File: src/rtl/alu_rs_bank.sv
// ALU reservation-station bank: dispatch into decoder-chosen slots,
// CDB operand capture, oldest-ready issue over a valid/ready handshake.
module alu_rs_bank #(
    parameter int NUM_ENTRIES = 3,
    parameter int ROB_ID_W    = 4,
    parameter int OP_W        = 3,
    parameter int WORD_W      = 16,
    localparam int IDX_W      = (NUM_ENTRIES > 1) ? $clog2(NUM_ENTRIES) : 1
) (
    input  logic                   clk,
    input  logic                   rst_n,
    input  logic                   flush,
    input  logic                   disp_valid,
    input  logic [IDX_W-1:0]       disp_idx,
    input  logic [OP_W-1:0]        disp_op,
    input  logic [ROB_ID_W-1:0]    disp_qj,
    input  logic [ROB_ID_W-1:0]    disp_qk,
    input  logic [WORD_W-1:0]      disp_vj,
    input  logic [WORD_W-1:0]      disp_vk,
    input  logic [ROB_ID_W-1:0]    disp_dest,
    output logic [NUM_ENTRIES-1:0] available,
    input  logic                   cdb_valid,
    input  logic [ROB_ID_W-1:0]    cdb_rob_id,
    input  logic [WORD_W-1:0]      cdb_value,
    output logic                   issue_valid,
    input  logic                   issue_ready,
    output logic [OP_W-1:0]        issue_op,
    output logic [WORD_W-1:0]      issue_vj,
    output logic [WORD_W-1:0]      issue_vk,
    output logic [ROB_ID_W-1:0]    issue_dest,
    output logic [IDX_W-1:0]       issue_idx
);

    localparam logic [ROB_ID_W-1:0] INV = '1;

    logic [NUM_ENTRIES-1:0] r_busy;
    logic [OP_W-1:0]        r_op    [NUM_ENTRIES];
    logic [ROB_ID_W-1:0]    r_qj    [NUM_ENTRIES];
    logic [ROB_ID_W-1:0]    r_qk    [NUM_ENTRIES];
    logic [WORD_W-1:0]      r_vj    [NUM_ENTRIES];
    logic [WORD_W-1:0]      r_vk    [NUM_ENTRIES];
    logic [ROB_ID_W-1:0]    r_dest  [NUM_ENTRIES];
    logic [NUM_ENTRIES-1:0] r_older [NUM_ENTRIES];

    logic [NUM_ENTRIES-1:0] w_older_nxt [NUM_ENTRIES];
    logic [NUM_ENTRIES-1:0] w_ready;
    logic [NUM_ENTRIES-1:0] w_has_older;
    logic [NUM_ENTRIES-1:0] w_sel_oh;
    logic [NUM_ENTRIES-1:0] w_disp_go;
    logic [NUM_ENTRIES-1:0] w_iss_go;
    logic                   w_cdb_ok;
    logic                   w_fwd_j;
    logic                   w_fwd_k;
    logic                   w_found;

    assign available = ~r_busy;
    assign issue_valid = |w_ready;
    assign w_cdb_ok = cdb_valid && (cdb_rob_id != INV);
    assign w_fwd_j = w_cdb_ok && (disp_qj == cdb_rob_id);
    assign w_fwd_k = w_cdb_ok && (disp_qk == cdb_rob_id);

    always_comb begin
        for (int i = 0; i < NUM_ENTRIES; i++) begin
            w_ready[i] = r_busy[i] && (r_qj[i] == INV)
                         && (r_qk[i] == INV);
            w_disp_go[i] = disp_valid && !r_busy[i]
                           && (disp_idx == IDX_W'(i));
        end
    end

    // A slot wins when no older slot is also ready.
    always_comb begin
        w_has_older = '0;
        w_sel_oh    = '0;
        w_found     = 1'b0;
        for (int i = 0; i < NUM_ENTRIES; i++) begin
            for (int j = 0; j < NUM_ENTRIES; j++) begin
                if (r_older[j][i] && w_ready[j])
                    w_has_older[i] = 1'b1;
            end
            if (w_ready[i] && !w_has_older[i] && !w_found) begin
                w_sel_oh[i] = 1'b1;
                w_found     = 1'b1;
            end
        end
        w_iss_go = issue_ready ? w_sel_oh : '0;
    end

    always_comb begin
        issue_op   = '0;
        issue_vj   = '0;
        issue_vk   = '0;
        issue_dest = '0;
        issue_idx  = '0;
        for (int i = 0; i < NUM_ENTRIES; i++) begin
            if (w_sel_oh[i]) begin
                issue_op   = r_op[i];
                issue_vj   = r_vj[i];
                issue_vk   = r_vk[i];
                issue_dest = r_dest[i];
                issue_idx  = IDX_W'(i);
            end
        end
    end

    // Issued slots drop out of the order after new arrivals are ranked.
    always_comb begin
        for (int i = 0; i < NUM_ENTRIES; i++) begin
            for (int j = 0; j < NUM_ENTRIES; j++) begin
                w_older_nxt[i][j] = r_older[i][j];
                if (w_disp_go[i])
                    w_older_nxt[i][j] = 1'b0;
                if (w_disp_go[j] && (i != j) && r_busy[i])
                    w_older_nxt[i][j] = 1'b1;
                if (w_iss_go[i] || w_iss_go[j])
                    w_older_nxt[i][j] = 1'b0;
            end
        end
    end

    always_ff @(posedge clk or negedge rst_n) begin
        if (!rst_n) begin
            r_busy <= '0;
            for (int i = 0; i < NUM_ENTRIES; i++) begin
                r_op[i]    <= '0;
                r_qj[i]    <= INV;
                r_qk[i]    <= INV;
                r_vj[i]    <= '0;
                r_vk[i]    <= '0;
                r_dest[i]  <= '0;
                r_older[i] <= '0;
            end
        end else if (flush) begin
            r_busy <= '0;
            for (int i = 0; i < NUM_ENTRIES; i++)
                r_older[i] <= '0;
        end else begin
            r_busy <= (r_busy & ~w_iss_go) | w_disp_go;
            for (int i = 0; i < NUM_ENTRIES; i++) begin
                r_older[i] <= w_older_nxt[i];
                if (w_disp_go[i]) begin
                    r_op[i]   <= disp_op;
                    r_dest[i] <= disp_dest;
                    r_qj[i]   <= w_fwd_j ? INV : disp_qj;
                    r_vj[i]   <= w_fwd_j ? cdb_value : disp_vj;
                    r_qk[i]   <= w_fwd_k ? INV : disp_qk;
                    r_vk[i]   <= w_fwd_k ? cdb_value : disp_vk;
                end else if (r_busy[i] && w_cdb_ok) begin
                    if (r_qj[i] == cdb_rob_id) begin
                        r_qj[i] <= INV;
                        r_vj[i] <= cdb_value;
                    end
                    if (r_qk[i] == cdb_rob_id) begin
                        r_qk[i] <= INV;
                        r_vk[i] <= cdb_value;
                    end
                end
            end
        end
    end

endmodule

File: config.mk
export PLATFORM = sky130hd
export DESIGN_NAME = alu_rs_bank
export DESIGN_NICKNAME = d
export VERILOG_FILES = /design/src/rtl/alu_rs_bank.sv
export SDC_FILE = /design/constraint.sdc
export NUM_CORES = 1
export LEC_CHECK = 0
export ABC_AREA = 1
export BUFFER_PORTS_ARGS = -buffer_cell sky130_fd_sc_hd__buf_2
export CAP_MARGIN = 10
export CORE_ASPECT_RATIO = 1.75
export CORE_MARGIN = 10
export CORE_UTILIZATION = 45
export DETAILED_ROUTE_END_ITERATION = 7
export PLACE_DENSITY = 0.65
export SYNTH_ARGS = -nofsm -noshare
export SYNTH_HDL_FRONTEND = slang
export SYNTH_SLANG_ARGS = --single-unit
File: constraint.sdc
create_clock -name clk -period 1.9 [get_ports clk]
set_input_delay 0.095 -clock clk [delete_from_list [all_inputs] [get_ports clk]]
set_output_delay 0.095 -clock clk [all_outputs]
set_load 0.005 [all_outputs]
==> results of run 1 <==
## per-layer routing
| layer | up-vias | track usage | part of all wire |
|---|---|---|---|
| met5 | - | 0 | 0 |
| met4 | 0 | 0.199 | 0.074 |
| met3 | 171 | 0.0461 | 0.073 |
| met2 | 565 | 0.450 | 0.50 |
| met1 | 4790 | 0.295 | 0.35 |
| li1 | 4680 | - | - |
## registers in the layout, summed over array words and instances (netlist names)
name / flops
r_qj: 12
r_vj: 48
r_vk: 48
r_dest: 12
r_busy: 3
r_qk: 12
r_older: 6
r_op: 9
## power by group through the flow
stage          logic, mW  clock network, mW  registers [mW]
6_report            3.35               3.76            5.50
3_5_place_dp        3.12                  0            5.45
5_1_grt             3.73               3.91            5.62
3_3_place_gp        3.04                  0            5.40
4_1_cts             3.21               3.78            5.41
2_1_floorplan       1.95                  0            5.32
## cell families after synthesis
group,Yosys count
AO/OA/AOI/OAI,160
XOR/XNOR,28
buffers and inverters,208
flip-flops,150
AND/OR/NAND/NOR,747
## worst reg2reg max path, stage by stage, from the launching register on
cell                       delay [ns]
sky130_fd_sc_hd__dfstp_2         0.54
sky130_fd_sc_hd__nand2_2         0.06
sky130_fd_sc_hd__nor2_4          0.23
sky130_fd_sc_hd__nand3_4         0.14
sky130_fd_sc_hd__inv_4           0.09
sky130_fd_sc_hd__nand2_4         0.05
sky130_fd_sc_hd__nor2_4          0.15
sky130_fd_sc_hd__nand2_4         0.10
sky130_fd_sc_hd__clkinv_8        0.10
sky130_fd_sc_hd__buf_6           0.12
sky130_fd_sc_hd__nand2_1         0.04
sky130_fd_sc_hd__nand2_1         0.09
sky130_fd_sc_hd__nor2_1          0.05
## final timing paths
kind	start	end	slack, ns
max	r_qk[0]$_DFFE_PN1P_	issue_vk[11]	-0.57
min	disp_qj[0]	r_qj[8]$_DFFE_PN1P_	0.03
max reg2reg	r_qk[4]$_DFFE_PN1P_	r_older[5]$_DFFE_PN0P_	0.04
min reg2reg	r_dest[3]$_DFFE_PN0P_	r_dest[3]$_DFFE_PN0P_	0.49
max in group asynchronous	rst_n	r_vj[39]$_DFFE_PN0P_	1.01
min in group asynchronous	rst_n	r_vj[21]$_DFFE_PN0P_	0.21
## stage by stage
stage                     setup slack, ns  area (um2)  cells
after floorplan                     0.181        9200   1293
after CTS                          -0.493       12000   1752
after detailed placement           -0.116       10800   1702
after global routing               -0.643       12400   1760
after global placement            -0.0917       10800   1702
final                              -0.572       12400   1760
## what timing repair did
action / CTS / global route
endpoints found under the setup margin: 47 / 98
hold endpoints to repair: 63 / 0
hold buffers: 9 / 0
buffers inserted: 5 / 10
gates cloned: 4 / 3
pin swaps: 7 / 27
gates resized for setup: 60 / 91
## layout make-up
cell class / count / area [um2]
timing repair buffer: 254 / 2150
sequential: 150 / 3780
clock inverter: 13 / 204
tap: 248 / 310
inverter: 141 / 559
fill: 1831 / 7840
multi-input combinational: 935 / 4910
clock buffer: 19 / 443
## placed cells by master (no fill, tap or decap), drive strengths merged, types with 19 or more instances in the layout
cell	instances
a21oi	97
buf	242
clkbuf	22
dfrtp	126
dfstp	24
inv	138
nand2	184
nand3	202
nand4	74
nor2	283
o21ai	35
xnor2	19
==> flow_summary.json, run 1 <==
{
  "run_status": "finished, violations left",
  "violations": "setup timing",
  "buffer_ports.inserted": 119,
  "reg2regPathDepth": 12,
  "netlist.top_cell.by_area": "sky130_fd_sc_hd__dfrtp_1",
  "gr_ovfl_total": 0,
  "max_freq_mhz": 405,
  "design.portCount": 120,
  "fin_hold_ws_ns": 0.0312,
  "ctsHtreeMaxLevel": 4,
  "synth_edf_count": 0,
  "drt_pass1_iterations": 8,
  "areaGrowthSynthToFinish_pct": 34.5,
  "antenna_violations_before_repair": 0,
  "muxShareOfSynthArea": 0,
  "dr_total_vias": 10206,
  "drc": 0,
  "critPathSlowestCell": "sky130_fd_sc_hd__dfstp_2",
  "post_synthesis_sequential_area_ratio": 0.411,
  "drt.antenna.violating_nets": 0,
  "detailedPlacementHpwl_um": 24900,
  "comb_power_share": 0.266,
  "internal_power_mw": 8.59,
  "route.final.wire_length_um": 37100,
  "maxCapViolCount": 0,
  "floorplan_die_area_mm2": 0.0268,
  "post_synth_instance_area_mm2": 0.00920,
  "setup_viol_count_final": 41,
  "ys_async_sr_fraction": 1.00,
  "dominantRegCellSynth": "sky130_fd_sc_hd__dfrtp_1",
  "clock_tree_from_tritoncts": "yes",
  "ys_top_cells_by_area": "sky130_fd_sc_hd__dfrtp_1 34%, sky130_fd_sc_hd__nor2_1 11%, sky130_fd_sc_hd__nand3_1 11%",
  "ys_top_cells_by_count": "272 x sky130_fd_sc_hd__nor2_1, 196 x sky130_fd_sc_hd__nand3_1, 174 x sky130_fd_sc_hd__nand2_1",
  "fp.dieH_um": 209,
  "worst_setup_path_start_kind": "flip-flop",
  "synthMostInstantiatedCell": "sky130_fd_sc_hd__nor2_1",
  "detail_route.vias_per_cell": 5.80,
  "worst_pin_slew_ns": 0.573,
  "cts.root.buffer_cell": "sky130_fd_sc_hd__clkbuf_16",
  "max-slew-margin-rel": 0.618,
  "synth-compound-area-share": 0.0953,
  "critical_path.top_delay_family": "simple AND/OR/NAND/NOR gates",
  "relative_contribution_of_sequential_cells_to_total_power": 0.436,
  "static-leakage-power_nw": 6.27,
  "clock_insertion_delay_worst_skew_ns": 0.43,
  "synthDominantCellAreaShare": 0.343,
  "finish.net_count": 1574,
  "synth_cell_types": 37,
  "clk_pin_slew_ns": 0.06,
  "synth-adder-area-share": 0,
  "final_core_util": 0.612,
  "drt-wirelength-per-cell_um": 21.1,
  "share_of_cells_above_drive_strength_1": 0.280,
  "syn_nets": 1368,
  "grt_setup_unrepaired": "yes",
  "fin_worst_skew_ns": 0.00830,
  "p_per_area_mw_per_mm2": 1020,
  "timing_hold_violations_final": 0,
  "start_util": 0.455,
  "critical_path.endpoint_type": "primary output",
  "synth_warnings": 0,
  "cts_num_sinks": 150,
  "ys_ff_latch": 150,
  "cts_buf_count": 17,
  "setup.worst_path.class": "reg -> out",
  "grtUsageTotal": 0.269,
  "n_antenna_cell": 0,
  "report.power.total_mw": 12.6,
  "synth_area_per_cell_um2": 7.11,
  "period_needed_ns": 2.47,
  "chipWidth_um": 128,
  "crit_top_cell": "sky130_fd_sc_hd__nand4_1",
  "maxSlewViolCount": 0,
  "placement_rows": 69,
  "power.clock.fraction": 0.298,
  "cp_data_required_time_ns": 1.80,
  "detailedRoute.firstIterationViolations": 983,
  "cp.buffers_inverters": 5,
  "synth_simple_gate_area_share": 0.372,
  "gp_routability_congestion": 0.964,
  "timing.hold.worst.class": "in -> reg",
  "synthXorXnorAreaFrac": 0.0267,
  "finalSetupTns_ns": -20.68,
  "synth_top_family_by_area": "simple AND/OR/NAND/NOR gates",
  "path_max_fanout": 6,
  "clock_path_buffers": 2,
  "critical_path_arrival_ns": 2.38,
  "grt_start_max_net_pins": 55,
  "switching_share": 0.319,
  "timing.hold.worst_path_depth": 3,
  "fp.coreArea_mm2": 0.0202,
  "setup_ws_ns": -0.572,
  "net_sw_power_mw": 4.02,
  "wire_length_of_the_first_global_routing_pass_um": 56100,
  "post_synth_inst_count": 1293,
  "crit_path_max_incr_delay_ns": 0.55,
  "crit_cells": 10,
  "worstPathCellList": "inv_2, nor3_2, buf_4, nand4_1, nand3_4, buf_12, buf_16, nand4_1, nand3_2, buf_6",
  "fin_crit_sh": 1.30,
  "max-vdd-ir-drop_mv": 0.697,
  "first_global_vias": 10226
}
(Power assumes the default switching activity.)
==> run 2: changes to the inputs <==
REMOVE_ABC_BUFFERS = 1   (was not set)
==> run 2 against run 1 <==
Compared with the run above: the run still ends with setup timing left; cell area decreased by 0.48%; first-iteration DRC count increased by 9.1%; fmax about the same; setup slack improved by 0.0012 ns; sequential power about the same; clock power decreased by 12%; utilization decreased by 0.29 points; critical path depth increased by 1; critical endpoint is now issue_vj[0]; largest cell class unchanged.
==> flow_summary.json, run 2 (synthesis gave the netlist of run 1 again) <==
{
  "met2_usage": 0.432,
  "drt_pass1_iterations": 6,
  "run_status": "finished, violations left",
  "antenna_violations_before_repair": 0,
  "crit_path_max_incr_delay_ns": 0.58,
  "floorplan_die_area_mm2": 0.0268,
  "mostFrequentLayoutCells": "265 x sky130_fd_sc_hd__nor2_1, 169 x sky130_fd_sc_hd__nand3_1, 155 x sky130_fd_sc_hd__nand2_1",
  "route.final.wire_length_um": 36400,
  "cp_data_required_time_ns": 1.80,
  "grt_setup_unrepaired": "yes",
  "fin_worst_skew_ns": 0.00867,
  "met3_layer_usage_reported_by_global_route": 0.0421,
  "areaGrowthSynthToFinish_pct": 33.9,
  "drt.antenna.violating_nets": 0,
  "number_of_fill_cells_in_the_layout": 1854,
  "cts_num_sinks": 150,
  "detailedRoute.firstIterationViolations": 1072,
  "critical_path.top_delay_family": "simple AND/OR/NAND/NOR gates",
  "final_core_util": 0.609,
  "ctsHtreeMaxLevel": 4,
  "setup_viol_count_final": 45,
  "buffer_ports.inserted": 119,
  "violations": "setup timing",
  "critPathSlowestCell": "sky130_fd_sc_hd__dfstp_2",
  "fp.coreArea_mm2": 0.0202,
  "critical_path.endpoint_type": "primary output",
  "setup.worst_path.class": "reg -> out",
  "drc": 0,
  "global_route.usage.met1": 0.296,
  "chipWidth_um": 128,
  "p_per_area_mw_per_mm2": 1000,
  "design.portCount": 120,
  "worstPathCellList": "nand2_2, nor2_4, nand2_2, nor2_4, nand3_4, buf_4, nand2_4, inv_12, nand2_1, nand3_2, buf_2",
  "final_cell_area_mm2": 0.0123,
  "cp.buffers_inverters": 3,
  "cts.root.buffer_cell": "sky130_fd_sc_hd__clkbuf_16",
  "setup_ws_ns": -0.571,
  "detail_route.vias_per_cell": 5.81,
  "dr_total_vias": 10299,
  "maxSlewViolCount": 0,
  "share_of_cells_above_drive_strength_1": 0.277,
  "gp_routability_congestion": 0.929,
  "biggest_regs": "r_vj: 48 flops, r_vk: 48 flops",
  "worst_setup_path_start_kind": "flip-flop",
  "clock_path_buffers": 2,
  "leading_cell_type_in_the_layout_fill_and_taps_excluded": "sky130_fd_sc_hd__nor2_1",
  "finish.net_count": 1588,
  "detailedPlacementHpwl_um": 23200,
  "first_global_vias": 10225,
  "placement_rows": 69,
  "static-leakage-power_nw": 6.22,
  "finalSetupTns_ns": -22.37,
  "clock_tree_from_tritoncts": "yes",
  "fin_crit_sh": 1.30,
  "gr_ovfl_total": 0,
  "max_freq_mhz": 405,
  "wire_length_of_the_first_global_routing_pass_um": 54300,
  "start_util": 0.455,
  "cts_buf_count": 17,
  "global_route.peak_usage_layer": "met2",
  "clock_insertion_delay_worst_skew_ns": 0.44,
  "maxCapViolCount": 0,
  "clk_pin_slew_ns": 0.07,
  "placed_area_mm2": 0.0108,
  "drt-wirelength-per-cell_um": 20.5,
  "report.power.total_mw": 12.3,
  "n_antenna_cell": 0,
  "worst_pin_slew_ns": 0.515,
  "fp.dieH_um": 209,
  "timing_hold_violations_final": 0,
  "critical_path_arrival_ns": 2.38,
  "path_max_fanout": 12,
  "grt_start_max_net_pins": 49,
  "period_needed_ns": 2.47,
  "timing.hold.worst.class": "in -> reg",
  "max-slew-margin-rel": 0.657,
  "max-vdd-ir-drop_mv": 0.665,
  "grtUsageTotal": 0.257
}
## run 2: per-stage QoR
step                      worst slack, ns  hold WS (ns)  std cells
after floorplan                    -0.860        -0.201       1226
after global placement             -0.203        0.0502       1703
after detailed placement           -0.231        0.0466       1703
after CTS                          -0.481        0.0216       1755
after global routing               -0.646        0.0571       1774
final                              -0.571        0.0308       1774
## run 2: final timing paths
path | slack, ns | endpoint | cells after the start | startpoint
worst max register to register | -0.13 | r_older[1]$_DFFE_PN0P_ | 12 | r_qj[10]$_DFFE_PN1P_
worst max-delay path | -0.57 | issue_vj[0] | 11 | r_qj[10]$_DFFE_PN1P_
worst min register to register | 0.49 | r_op[5]$_DFFE_PN0P_ | 2 | r_op[5]$_DFFE_PN0P_
worst min-delay path | 0.03 | r_vk[42]$_DFFE_PN0P_ | 5 | disp_vk[10]
max in group asynchronous | 1.08 | r_vj[46]$_DFFE_PN0P_ | 3 | rst_n
min in group asynchronous | 0.14 | r_dest[2]$_DFFE_PN0P_ | 2 | rst_n
## run 2: repair_timing
item	CTS	global route
pin swaps	7	27
setup buffers	10	14
endpoints found under the setup margin	47	117
hold endpoints to repair	123	0
gates resized for setup	62	86
gates cloned	1	5
hold buffers	10	0
## run 2: worst reg2reg max path, cell delays in order (launching register included)
cell and delay [ns]:
sky130_fd_sc_hd__dfstp_2 0.58, sky130_fd_sc_hd__nand2_2 0.09, sky130_fd_sc_hd__nor2_4 0.14, sky130_fd_sc_hd__nand2_2 0.11, sky130_fd_sc_hd__nor2_4 0.17, sky130_fd_sc_hd__nand3_4 0.13
sky130_fd_sc_hd__buf_4 0.17, sky130_fd_sc_hd__nand2_4 0.14, sky130_fd_sc_hd__inv_8 0.08, sky130_fd_sc_hd__buf_4 0.14, sky130_fd_sc_hd__nand2_1 0.05, sky130_fd_sc_hd__nand2_1 0.07
sky130_fd_sc_hd__nor2_1 0.11
## run 2: layer usage
metal  vias to the layer above  wire length, um  share of wire
met1                      4869            13300           0.37
met2                       587            18100           0.50
met5                         -                0              0
met4                         0             2290          0.063
li1                       4682                -              -
met3                       161             2770          0.076
## run 2: area by class of cell
class | count | area, um2 | area share
Tap cell | 248 | 310 | 0.0252
Multi-Input combinational cell | 935 | 4900 | 0.398
Clock buffer | 21 | 460 | 0.0374
Timing Repair inverter | 1 | 11.3 | 0.000915
Clock inverter | 11 | 103 | 0.00834
Sequential cell | 150 | 3780 | 0.307
Inverter | 141 | 564 | 0.0458
Timing Repair Buffer | 267 | 2180 | 0.177
## run 2: where the power goes
group	internal, mW	switching (mW)
Sequential	4.68	0.794
Clock	1.87	1.42
Combinational	1.68	1.89
==> run 3: changes to the inputs <==
clock period = 3.2 ns   (was 1.9 ns; I/O delays follow)
==> run 3 against run 2 <==
Compared with the run above: the flow now finishes without violations; combinational power is 57% lower; first-iteration DRC count is 9.9% lower; routed wire length decreased by 6.3%; register-to-register slack better by 0.97 ns; sequential power shrank 39%; highest routed layer unchanged.
==> flow_summary.json, run 3 (synthesis gave the netlist of run 1 again) <==
{
  "run_status": "finished, final reports clean",
  "dp_worst_slack_ns": 0.628,
  "timing.hold.worst.class": "in -> reg",
  "dr_total_vias": 9720,
  "setup.worst_path.class": "reg -> out",
  "areaGrowthSynthToFinish_pct": 15.9,
  "cts_buf_count": 17,
  "buffer_ports.inserted": 119,
  "first_global_vias": 9945,
  "clk_pin_slew_ns": 0.06,
  "drc": 0,
  "grt_setup_unrepaired": "no",
  "fin_worst_skew_ns": 0.0107,
  "cp_data_required_time_ns": 3.04,
  "detail_route.vias_per_cell": 5.87,
  "setup_ws_ns": 0.140,
  "p_per_area_mw_per_mm2": 668,
  "place_inst": 1623,
  "postCtsSetupBuffers": 0,
  "cts_num_sinks": 150,
  "chipWidth_um": 128,
  "detailedRoute.firstIterationViolations": 966,
  "grt_start_max_net_pins": 72,
  "clock_path_buffers": 2,
  "biggest_regs": "r_vj: 48 flops, r_vk: 48 flops",
  "route.final.wire_length_um": 34100,
  "gr_ovfl_total": 0,
  "max-slew-margin-rel": 0.449,
  "top_signal_layer_used": "met4",
  "worstPathCellList": "nand2_1, nor2_1, nand4_2, nand3_1, buf_4, nand4_1, nand3_1, buf_2",
  "seqCellArea_mm2": 0.00378,
  "antenna_violations_before_repair": 0,
  "fp.coreArea_mm2": 0.0202,
  "cp.buffers_inverters": 2,
  "critical_path.endpoint_type": "primary output",
  "path_max_fanout": 14,
  "floorplan_die_area_mm2": 0.0268,
  "critPathSlowestCell": "sky130_fd_sc_hd__dfstp_2",
  "critical_path.top_delay_family": "simple AND/OR/NAND/NOR gates",
  "crit_top_cell": "sky130_fd_sc_hd__nand3_1",
  "clock_insertion_delay_worst_skew_ns": 0.45,
  "period_needed_ns": 3.06,
  "cts.hold.buffers_added": 1,
  "worst_pin_slew_ns": 0.826,
  "setup_viol_count_final": 0,
  "multiInputGateArea_mm2": 0.00454,
  "max_freq_mhz": 327,
  "report.power.total_mw": 7.12,
  "wl_met1_um": 12500,
  "drt-wirelength-per-cell_um": 20.6,
  "design.portCount": 120,
  "timing_hold_violations_final": 0,
  "placement_rows": 69,
  "maxSlewViolCount": 0,
  "maxCapViolCount": 0,
  "n_antenna_cell": 0,
  "gp_routability_congestion": 0.912,
  "static-leakage-power_nw": 5.34,
  "fin_cells": 1656,
  "grtUsageTotal": 0.254,
  "number_of_fill_cells_in_the_layout": 2069,
  "wire_length_of_the_first_global_routing_pass_um": 53600,
  "fp.dieH_um": 209,
  "clock_tree_from_tritoncts": "yes",
  "finish.net_count": 1470,
  "fin_crit_sh": 0.956,
  "critical_path_arrival_ns": 2.90,
  "drt_pass1_iterations": 5,
  "max-vdd-ir-drop_mv": 0.375,
  "leading_cell_type_in_the_layout_fill_and_taps_excluded": "sky130_fd_sc_hd__nor2_1",
  "share_of_cells_above_drive_strength_1": 0.172,
  "ctsHtreeMaxLevel": 4,
  "start_util": 0.455,
  "detailroute.wirelength.met3_um": 2490,
  "final_core_util": 0.527,
  "cts_resized": 0,
  "finalSetupTns_ns": 0,
  "mostFrequentLayoutCells": "272 x sky130_fd_sc_hd__nor2_1, 196 x sky130_fd_sc_hd__nand3_1, 174 x sky130_fd_sc_hd__nand2_1",
  "crit_path_max_incr_delay_ns": 0.56,
  "cts.root.buffer_cell": "sky130_fd_sc_hd__clkbuf_16",
  "drt.antenna.violating_nets": 0,
  "worst_setup_path_start_kind": "flip-flop",
  "detailedPlacementHpwl_um": 22800,
  "route.met2.wl_um": 17200
}
-- run 3: cell types whose count changed in the layout (fill, tap and decap cells not counted), moves of 18 or more --
| cell | before | now |
|---|---|---|
| sky130_fd_sc_hd__buf_4 | 97 | 30 |
| sky130_fd_sc_hd__nand3_1 | 169 | 196 |
| sky130_fd_sc_hd__buf_6 | 21 | 1 |
| sky130_fd_sc_hd__buf_12 | 19 | 0 |
| sky130_fd_sc_hd__nand2_1 | 155 | 174 |
| sky130_fd_sc_hd__nand3_2 | 22 | 4 |
-- run 3: cell type report --
| class | instances | share of cell area |
|---|---|---|
| clock inverter | 9 | 0.0163 |
| sequential | 150 | 0.355 |
| multi-input combinational | 935 | 0.426 |
| clock buffer | 23 | 0.0449 |
| tap | 248 | 0.0291 |
| inverter | 141 | 0.0499 |
| timing repair buffer | 150 | 0.0786 |
-- run 3: path summary, 6_finish.rpt --
check / startpoint / end / slack, ns / cells past startpoint
max reg2reg: r_busy[2]$_DFF_PN0_ / r_vk[6]$_DFFE_PN0P_ / 0.84 / 10
min in group asynchronous: rst_n / r_dest[6]$_DFFE_PN0P_ / 0.32 / 2
max in group asynchronous: rst_n / r_qk[3]$_DFFE_PN1P_ / 1.86 / 3
min: disp_op[0] / r_op[3]$_DFFE_PN0P_ / 0.02 / 3
max: r_qk[7]$_DFFE_PN1P_ / issue_vk[3] / 0.14 / 8
min reg2reg: r_op[3]$_DFFE_PN0P_ / r_op[3]$_DFFE_PN0P_ / 0.49 / 2
-- run 3: power by group --
part | leakage [nW] | switching, mW | internal (mW) | total (mW)
Combinational | 3.26 | 0.902 | 0.635 | 1.54
Sequential | 1.76 | 0.524 | 2.78 | 3.31
Clock | 0.321 | 0.830 | 1.44 | 2.27
-- run 3: stage by stage --
| step | instance area (um2) | hold slack [ns] |
|---|---|---|
| global route | 10700 | 0.0337 |
| detailed placement | 9990 | 0.231 |
| CTS | 10700 | 0.0184 |
| floorplan | 8850 | -0.136 |
| finish | 10700 | 0.0164 |
| global placement | 9990 | 0.235 |
-- run 3: worst min-delay path, cell delays in order --
cell                      delay (ns)
sky130_fd_sc_hd__buf_2          0.09
sky130_fd_sc_hd__inv_1          0.07
sky130_fd_sc_hd__o21ai_0        0.08
-- run 3: layer usage --
| layer | up-vias | global-route usage |
|---|---|---|
| met5 | - | 0 |
| met4 | 0 | 0.152 |
| met3 | 139 | 0.0469 |
| met2 | 485 | 0.429 |
| met1 | 4640 | 0.288 |
| li1 | 4456 | - |
